File: src/rtl/multi_channel_counter.sv
// Bank of NUM_CH independent up/down counters with per-channel terminal-count
// handling (wrap, saturate, one-shot, auto-reload), terminal pulse and sticky done.
module multi_channel_counter #(
    parameter int WIDTH  = 8,
    parameter int NUM_CH = 2
) (
    input  logic                      clk,
    input  logic                      reset_n,
    input  logic [NUM_CH-1:0]         load,
    input  logic [NUM_CH*WIDTH-1:0]   load_value,
    input  logic [NUM_CH-1:0]         tick,
    input  logic [NUM_CH-1:0]         dir,
    input  logic [2*NUM_CH-1:0]       mode,
    input  logic [NUM_CH-1:0]         clear_done,
    output logic [NUM_CH*WIDTH-1:0]   count,
    output logic [NUM_CH-1:0]         running,
    output logic [NUM_CH-1:0]         tc_pulse,
    output logic [NUM_CH-1:0]         done
);

    localparam logic [WIDTH-1:0] ONE      = WIDTH'(1);
    localparam logic [WIDTH-1:0] ALL_ONES = {WIDTH{1'b1}};
    localparam logic [WIDTH-1:0] ZERO     = {WIDTH{1'b0}};

    localparam logic [1:0] MODE_WRAP   = 2'b00;
    localparam logic [1:0] MODE_SAT    = 2'b01;
    localparam logic [1:0] MODE_ONESHT = 2'b10;
    localparam logic [1:0] MODE_RELOAD = 2'b11;

    logic [NUM_CH*WIDTH-1:0] count_q,   count_d;
    logic [NUM_CH*WIDTH-1:0] reload_q,  reload_d;
    logic [NUM_CH-1:0]       running_q, running_d;
    logic [NUM_CH-1:0]       tc_q,      tc_d;
    logic [NUM_CH-1:0]       done_q,    done_d;

    function automatic logic [WIDTH-1:0] step_count(input logic [WIDTH-1:0] cur,
                                                     input logic up);
        return up ? (cur + ONE) : (cur - ONE);
    endfunction

    function automatic logic [WIDTH-1:0] terminal_of(input logic up);
        return up ? ALL_ONES : ZERO;
    endfunction

    // Next-state for every channel; load beats tick, done set beats clear.
    always_comb begin
        count_d   = count_q;
        reload_d  = reload_q;
        running_d = running_q;
        tc_d      = {NUM_CH{1'b0}};
        done_d    = done_q;
        for (int i = 0; i < NUM_CH; i++) begin
            if (load[i]) begin
                count_d[i*WIDTH +: WIDTH]  = load_value[i*WIDTH +: WIDTH];
                reload_d[i*WIDTH +: WIDTH] = load_value[i*WIDTH +: WIDTH];
                running_d[i]               = 1'b1;
            end else if (tick[i] && running_q[i]) begin
                if (count_q[i*WIDTH +: WIDTH] != terminal_of(dir[i])) begin
                    count_d[i*WIDTH +: WIDTH] = step_count(count_q[i*WIDTH +: WIDTH], dir[i]);
                end else begin
                    tc_d[i] = 1'b1;
                    case (mode[2*i +: 2])
                        MODE_WRAP:   count_d[i*WIDTH +: WIDTH] = step_count(count_q[i*WIDTH +: WIDTH], dir[i]);
                        MODE_SAT:    count_d[i*WIDTH +: WIDTH] = count_q[i*WIDTH +: WIDTH];
                        MODE_ONESHT: running_d[i] = 1'b0;
                        MODE_RELOAD: count_d[i*WIDTH +: WIDTH] = reload_q[i*WIDTH +: WIDTH];
                        default:     count_d[i*WIDTH +: WIDTH] = count_q[i*WIDTH +: WIDTH];
                    endcase
                end
            end else begin
                count_d[i*WIDTH +: WIDTH] = count_q[i*WIDTH +: WIDTH];
            end

            if (tc_d[i]) begin
                done_d[i] = 1'b1;
            end else if (clear_done[i]) begin
                done_d[i] = 1'b0;
            end else begin
                done_d[i] = done_q[i];
            end
        end
    end

    // Channel state registers.
    always_ff @(posedge clk or negedge reset_n) begin
        if (!reset_n) begin
            count_q   <= {(NUM_CH*WIDTH){1'b0}};
            reload_q  <= {(NUM_CH*WIDTH){1'b0}};
            running_q <= {NUM_CH{1'b1}};
            tc_q      <= {NUM_CH{1'b0}};
            done_q    <= {NUM_CH{1'b0}};
        end else begin
            count_q   <= count_d;
            reload_q  <= reload_d;
            running_q <= running_d;
            tc_q      <= tc_d;
            done_q    <= done_d;
        end
    end

    assign count    = count_q;
    assign running  = running_q;
    assign tc_pulse = tc_q;
    assign done     = done_q;

endmodule

File: config.mk
export PLATFORM = sky130hd
export DESIGN_NAME = multi_channel_counter
export DESIGN_NICKNAME = d
export VERILOG_FILES = /design/src/rtl/multi_channel_counter.sv
export SDC_FILE = /design/constraint.sdc
export NUM_CORES = 1
export LEC_CHECK = 0
export CORE_AREA = 4 4 75 77
export CTS_CLUSTER_SIZE = 16
export DETAILED_ROUTE_END_ITERATION = 7
export DIE_AREA = 0 0 79 81
export MAX_ROUTING_LAYER = met4
export PLACE_DENSITY = 0.77
export REMOVE_ABC_BUFFERS = 1
export SYNTH_ARGS = -nofsm -noshare
export SYNTH_HDL_FRONTEND = slang
export SYNTH_SLANG_ARGS = --single-unit
File: constraint.sdc
create_clock -name clk -period 3.2 [get_ports clk]
set_input_delay 0.64 -clock clk [delete_from_list [all_inputs] [get_ports clk]]
set_output_delay 0.64 -clock clk [all_outputs]
set_load 0.01 [all_outputs]
; Yosys cells after proc, flatten, opt, wreduce, memory -nomap -nowiden
; Index checks and enable logic that the tools add are counted.
[totals]
regBits = 38
latchBits = 0
ram_bits = 0
romBits = 0
in_bits = 30
out_inout_bits = 22
n_memories = 0
[classes]
n_addsub = 4
n_mul = 0
div = 0
n_lt_le_gt_ge = 0
eq_ne = 8
shifts = 0
n_mux = 30
bitwise = 0
n_reduce_logical = 16
[ops]
columns = op, n
row1 = 8-bit 2-to-1 mux, 10
row2 = 8-bit case mux with 2 select lines, 2
row3 = 1-bit 2-to-1 mux, 18
row4 = 8-bit by 1-bit adder with 8-bit output (second input constant), 2
row5 = 8-bit != test, 2
row6 = 8-bit by 1-bit subtractor with 8-bit output (second input constant), 2
row7 = 2-bit nonzero test, 6
row8 = 2-bit equality test (second input constant), 4
row9 = 4-bit nonzero test, 2
row10 = 3-bit AND reduction, 2
row11 = 2-bit logical NOT, 2
row12 = 2-bit != test (second input constant), 2
row13 = 2-bit AND reduction, 2
row14 = 1-bit logical AND, 2

; Depth between registers and ports, before layout
; Gate-level depths: netlist (run 1).
[depth]
depth_word = 6
depth_mapped = 8

; Least setup slack after synthesis (run 1)
; No wires, ideal clock.
[synth_path]
path_kind = input -> register
start = input port dir[1]
end = register count_q[12], in the netlist count[12]
setup_time_ps = 126
t_arrival_ps = 2512
slack_ps = 562
stages = 7
n_path_buf = 0
cell_sequence = inv_1 -> ha_1 -> nand4_1 -> a211oi_4 -> nand3_4 -> mux2_4 -> a221o_1
[synth_between]
elab_chain_len = 5
[synth_rtl]
columns = item, line_no
row1 = from (decl), 12  ; input logic [NUM_CH-1:0] dir,
row2 = "8-bit 2-to-1 mux, on equally long branches", "42, 38"
row3 = 8-bit != test or 8-bit case mux with 2 select lines (tied branches), "58, 62"
row4 = 8-bit 2-to-1 mux, 58  ; if (count_q[i*WIDTH +: WIDTH] != terminal_of(dir[i])) begin
row5 = 8-bit 2-to-1 mux, 57  ; end else if (tick[i] && running_q[i]) begin
row6 = 8-bit 2-to-1 mux, 53  ; if (load[i]) begin
row7 = to (signal assigned), 87  ; count_q <= {(NUM_CH*WIDTH){1'b0}};
row8 = to (signal assigned), 93  ; count_q <= count_d;
row9 = to (decl), 30  ; logic [NUM_CH*WIDTH-1:0] count_q, count_d;
; Several ways; a longest one is shown, not always the timed one. The select of a mux whose other input is x is not followed.
; A chain may end at the register's enable or synchronous reset.

; Worst setup path in the final report (run 1)
[layout_path]
start = input port dir[0]
end = register count_q[2], in the netlist count[2]
; The elaborated chain is that of the path after synthesis.

==> run_results.csv, run 1 <==
group,metric,value,unit
outcome,status,"finished clean",
power_and_ir_drop,power.density,546,mW/mm2
setup_path,critPathKind,"in -> reg",
timing,holdWs,450,ps
clock_tree,cts.clk_slew.worst_paths,80,ps
logic_synthesis,synth_compound_area_frac,0.215,
placement,gp_routability_congestion,0.942,
power_and_ir_drop,intPower,1.23,mW
flow_run,max_cap_violations,0,
floorplanning,die_w,79,um
cells_and_area,area_growth,31.9,%
logic_synthesis,synthMuxAreaShare,0.0969,
floorplanning,placementRows,26,
logic_synthesis,yosys.area_share.simple,0.165,
clock_tree,clkSinkCount,38,
setup_path,r2r_start,"count[6]",
power_and_ir_drop,pwr-share-comb,0.391,
cells_and_area,final-instance-count-excl-fill,390,
timing,finalCritPeriodShare,0.894,
timing,fin_crit,2860,ps
power_and_ir_drop,irDropWorstVdd,347,uV
clock_tree,cts_max_path_buffers,2,
logic_synthesis,synthArstFlopShare,1.00,
logic_synthesis,syn_inst,254,
clock_tree,cts_inserted_buffers,5,
timing,hold_viol_final,0,
detailed_routing,vias,2176,
setup_path,r2r-end,"count[2]",
clock_tree,root_buffer,"clkbuf_8",
logic_synthesis,synth_top_flop_cell,"dfrtp_1",
power_and_ir_drop,swShare,0.320,
floorplanning,core_area,0.00501,mm2
detailed_routing,wl_met2,3050,um
power_and_ir_drop,power_leakage,1.42,nW
detailed_routing,drc,0,
power_and_ir_drop,pwr-share-clk,0.270,
cells_and_area,antenna_cells,0,
setup_path,worstSetupEndpointType,"flop",
floorplanning,die_y,81,um
clock_tree,cts_hold_buf,0,
setup_path,critical-path-top-delay-family,"buffers and inverters",
setup_path,path_max_fanout,7,
setup_path,r2r_cells,6,
logic_synthesis,synth_most_common_cell,"dfrtp_1",
logic_synthesis,syn-cell-area,0.00252,mm2
logic_synthesis,yosysSeqAreaShare,0.379,
timing,slew_headroom,0.426,
placement,hpwl,4410,um
floorplanning,die-area,0.00640,mm2
clock_tree,ctsResizeCount,0,
logic_synthesis,ys_top_cells_by_count,"dfrtp_1, nand2_1, o21ai_0",
logic_synthesis,synth_warnings,0,
detailed_routing,ant_nets,0,
logic_synthesis,synth_edf_count,0,
setup_path,crit_chain,"clkdlybuf4s50_1, inv_1, ha_1, nand4_1, a211o_1, a221oi_2, buf_4, mux2_2",
logic_synthesis,synth-seq-cells,38,
setup_path,slowest_stage,"clkdlybuf4s50_1",
detailed_routing,dr.max_layer_used,"met4",
detailed_routing,routedWlPerCell,15.2,um
timing,finalSetupViolations,0,
global_route,antenna_found_initial,0,
detailed_routing,wl_met3,296,um
setup_path,reg2reg_slack,950,ps
global_route,gr-usage-all-layers,0.206,
timing,fmax,350,MHz
setup_path,worst_ep_arrival_time,3040,ps
timing,slew_viol_final,0,
power_and_ir_drop,seqPwrFrac,0.338,
clock_tree,cts_tree,"done",
global_route,grt_remaining_overflow,0,
global_route,grt_max_degree,39,
placement,io_buffer_count,51,
floorplanning,initial_utilization,0.503,
logic_synthesis,synthAdderAreaFrac,0.0755,
power_and_ir_drop,power_switching,0.580,mW
detailed_routing,dr.pass1.iters,4,
logic_synthesis,ys_top_cells_by_area,"dfrtp_1, mux2_2, ha_1, o21ai_0, nand2_1",
logic_synthesis,yosysTopAreaCell,"dfrtp_1",
timing,fin_tns_setup,0,ps
clock_tree,clock_latency,290,ps
global_route,first_global_vias,2166,
setup_path,crit_buf_inv,3,
detailed_routing,vias_per_cell,5.58,
detailed_routing,drt_wl_total,5920,um
setup_path,cp-start-kind,"input pin",
logic_synthesis,yosysUniqueCellTypes,55,
setup_path,critPathMaxStageDelay,470,ps
global_route,grt_pass1_wl,10100,um
cells_and_area,num-nets-final,363,
floorplanning,io_pins,52,
timing,worst_pin_slew,862,ps
cells_and_area,drive_above_1_share,0.169,
detailed_routing,drt_iter0_markers,103,
placement,placedCellCount,382,
timing,skew,8.17,ps
logic_synthesis,synth-xor-area-share,0.0348,
setup_path,required,3380,ps
logic_synthesis,yosys.area.top_type_share,0.358,
logic_synthesis,synth_top_family_by_area,"compound AO/OA/AOI/OAI gates",
clock_tree,postCtsSetupBuffers,0,
worst_hold_path,hp-class,"in -> async",
detailed_routing,drt-met1-wl,2490,um
logic_synthesis,syn_avg_cell_area,9.92,um2
timing,rsz0062_at_grt,"no",
clock_tree,cts_max_level,2,
==> logic make-up (layout without fill, tap and decap cells) <==
logic type / count (synthesis) / after routing
xor+xnor: 10 / 10
fa+ha+maj: 14 / 14
buf+inv: 20 / 86
mux: 22 / 22
simple gates: 76 / 76
compound gates: 74 / 74
flops: 38 / 38
==> through the flow <==
| stage | power (mW) | cell area, um2 | setup WS [ps] | util |
|---|---|---|---|---|
| floorplan | 1.04 | 2480 | 447 | - |
| global placement | 1.31 | 3180 | 99.8 | 0.636 |
| detailed placement | 1.32 | 3180 | 42.4 | 0.636 |
| CTS | 1.83 | 3320 | 357 | 0.663 |
| global route | 1.94 | 3320 | 161 | 0.663 |
| finish | 1.81 | 3320 | 341 | 0.663 |
==> final cells by class <==
class,instances,area [um2]
sequential,38,953
fill,436,1690
multi-input combinational,196,1480
clock inverter,3,68.8
inverter,12,45.0
timing repair buffer,66,618
tap,70,87.6
clock buffer,5,68.8
==> power groups by stage <==
stage,sequential (mW),clock (mW),combinational (mW)
final,0.614,0.490,0.710
after global routing,0.625,0.525,0.786
after CTS,0.613,0.504,0.711
after detailed placement,0.622,0,0.701
after global placement,0.621,0,0.687
after floorplan,0.626,0,0.410
==> sequential cells by signal (all words and copies together), names as in the netlist <==
signal,count
count,16
reload_q,16
done,2
running,2
tc_pulse,2
==> placed cells by master, fill, tap and decap left out, types with 6 or more instances in the layout <==
master / synthesis / final
a21oi_1: 15 / 15
buf_4: 2 / 15
clkdlybuf4s50_1: 0 / 50
dfrtp_1: 36 / 36
ha_1: 12 / 12
inv_1: 12 / 12
mux2_2: 15 / 15
mux2i_1: 6 / 6
nand2_1: 21 / 21
nand3_1: 6 / 6
nor2_1: 10 / 10
nor2b_1: 7 / 7
nor3_1: 7 / 7
o21ai_0: 17 / 17
xor2_1: 6 / 6
==> layer usage <==
| layer | GRT usage | vias to the layer above |
|---|---|---|
| met5 | - | - |
| met4 | 0.0636 | 0 |
| met3 | 0.0355 | 11 |
| met2 | 0.371 | 71 |
| met1 | 0.234 | 1027 |
| li1 | - | 1067 |
==> how the worst max path moves through the flow <==
stage | slack (ps) | start | cells after the start | to
2_1_floorplan | 450 | dir[0] | 6 | count[1]
3_3_place_gp | 100 | dir[1] | 9 | count[15]
3_5_place_dp | 40 | dir[0] | 8 | count[2]
4_1_cts | 360 | dir[0] | 8 | count[2]
5_1_grt | 160 | dir[1] | 9 | count[15]
6_report | 340 | dir[0] | 8 | count[2]
Note: power is estimated with default switching activity, not from simulation.
==> inputs of run 2 (changes only) <==
Settings changed: CORE_AREA 4 4 75 77 to 4 4 69 71, DIE_AREA 0 0 79 81 to 0 0 73 75, DONT_BUFFER_PORTS set to 1, PLACE_DENSITY 0.77 to 0.74, TNS_END_PERCENT set to 1.
==> run_results.csv, run 2 (synthesis results as in run 1) <==
group,metric,value,unit
timing,skew,6.69,ps
floorplanning,core_area,0.00423,mm2
outcome,status,"finished clean",
timing,finalSetupViolations,0,
power_and_ir_drop,power_leakage,1.15,nW
global_route,grt_remaining_overflow,0,
detailed_routing,drc,0,
placement,gp_routability_congestion,0.828,
global_route,antenna_found_initial,0,
cells_and_area,area_growth,5.91,%
clock_tree,cts_max_level,2,
timing,slew_headroom,0.640,
power_and_ir_drop,irDropWorstVdd,312,uV
clock_tree,cts_hold_buf,0,
setup_path,required,3380,ps
flow_run,max_cap_violations,0,
timing,fmax,385,MHz
cells_and_area,final-instance-count-excl-fill,308,
setup_path,slowest_stage,"a211oi_4",
timing,hold_viol_final,0,
placement,hpwl,3880,um
setup_path,worstSetupEndpointType,"flop",
timing,finalCritPeriodShare,0.812,
cells_and_area,multiInputGateArea,0.00148,mm2
timing,rsz0062_at_grt,"no",
setup_path,critPathKind,"in -> reg",
cells_and_area,fill_cells,365,
clock_tree,cts_max_path_buffers,2,
cells_and_area,register_area,953,um2
floorplanning,placementRows,24,
cells_and_area,drive_above_1_share,0.156,
timing,fin_tns_setup,0,ps
floorplanning,die_y,75,um
setup_path,path_max_fanout,9,
global_route,grt_pass1_wl,8830,um
setup_path,cp-start-kind,"input pin",
cells_and_area,num-nets-final,299,
floorplanning,io_pins,52,
clock_tree,clock_latency,290,ps
timing,fin_crit,2600,ps
detailed_routing,drt_iter0_markers,68,
cells_and_area,antenna_cells,0,
detailed_routing,drt_wl_total,5170,um
global_route,gr-usage-all-layers,0.214,
power_and_ir_drop,power.density,571,mW/mm2
clock_tree,cts_inserted_buffers,5,
detailed_routing,dr.pass1.iters,4,
floorplanning,die-area,0.00548,mm2
cells_and_area,layout_common_cells,"dfrtp_1, nand2_1, o21ai_0",
setup_path,critPathMaxStageDelay,490,ps
clock_tree,root_buffer,"clkbuf_8",
detailed_routing,routedWlPerCell,16.8,um
detailed_routing,vias_per_cell,6.41,
clock_tree,ctsResizeCount,0,
detailed_routing,ant_nets,0,
global_route,first_global_vias,1953,
clock_tree,postCtsSetupBuffers,0,
cells_and_area,layout_commonest_cell,"dfrtp_1",
setup_path,critical-path-top-delay-family,"compound AO/OA/AOI/OAI gates",
clock_tree,clkSinkCount,38,
setup_path,crit_buf_inv,1,
worst_hold_path,hp-class,"in -> async",
floorplanning,die_w,73,um
clock_tree,cts_tree,"done",
global_route,grt_max_degree,39,
placement,placedCellCount,300,
placement,io_buffer_count,0,
detailed_routing,vias,1973,
clock_tree,cts.clk_slew.worst_paths,80,ps
setup_path,worst_ep_arrival_time,2780,ps
floorplanning,initial_utilization,0.595,
setup_path,crit_chain,"inv_1, ha_1, nand4_1, a211oi_4, nand3_4, mux2_4, a221o_1",
timing,slew_viol_final,0,
timing,worst_pin_slew,537,ps
[run 2: cell types whose count changed in the layout (fill, tap and decap cells not counted), sizes merged]
cell	change
buf	-14
clkdlybuf4s50	-50
bufinv	-1
clkinv	+1
[run 2: cell type report]
cell class | instances | area share
Multi-Input combinational cell | 196 | 0.555
Clock inverter | 3 | 0.0150
Timing Repair Buffer | 2 | 0.00563
Tap cell | 52 | 0.0244
Sequential cell | 38 | 0.357
Clock buffer | 5 | 0.0258
Inverter | 12 | 0.0169
[run 2: per-stage QoR]
step	total power, mW	hold slack [ps]	area (um2)	util	worst slack [ps]
final	1.52	33.7	2670	0.630	600
after detailed placement	1.13	345	2560	0.604	295
after CTS	1.54	21.0	2670	0.630	622
after global routing	1.64	12.5	2670	0.630	449
after global placement	1.12	345	2560	0.604	379
after floorplan	1.04	344	2480	-	447
[run 2: layer usage]
layer  up-vias  part of all wire  track usage
li1        939                 -            -
met1       960              0.39        0.235
met2        68              0.51        0.375
met3         6             0.087       0.0681
met4         0             0.010       0.0553
met5         -                 0            -
[run 2: final timing paths]
check                      slack [ps]          from  cells past startpoint            to
setup reg to reg                  660     count[13]                      6     count[12]
min in group clk                  440       load[0]                      1   tc_pulse[0]
hold reg to reg                   510  reload_q[11]                      1  reload_q[11]
setup / recovery                  600        dir[1]                      7     count[12]
hold / removal                     30       reset_n                      0     count[12]
max in group asynchronous        2970       reset_n                      0    running[0]
[run 2: power by group]
group	switching, mW	leakage [nW]	total [mW]	internal (mW)
combinational	0.242	0.639	0.485	0.242
sequential	0.0942	0.456	0.640	0.546
clock	0.170	0.0579	0.399	0.229
total	0.506	1.15	1.52	1.02
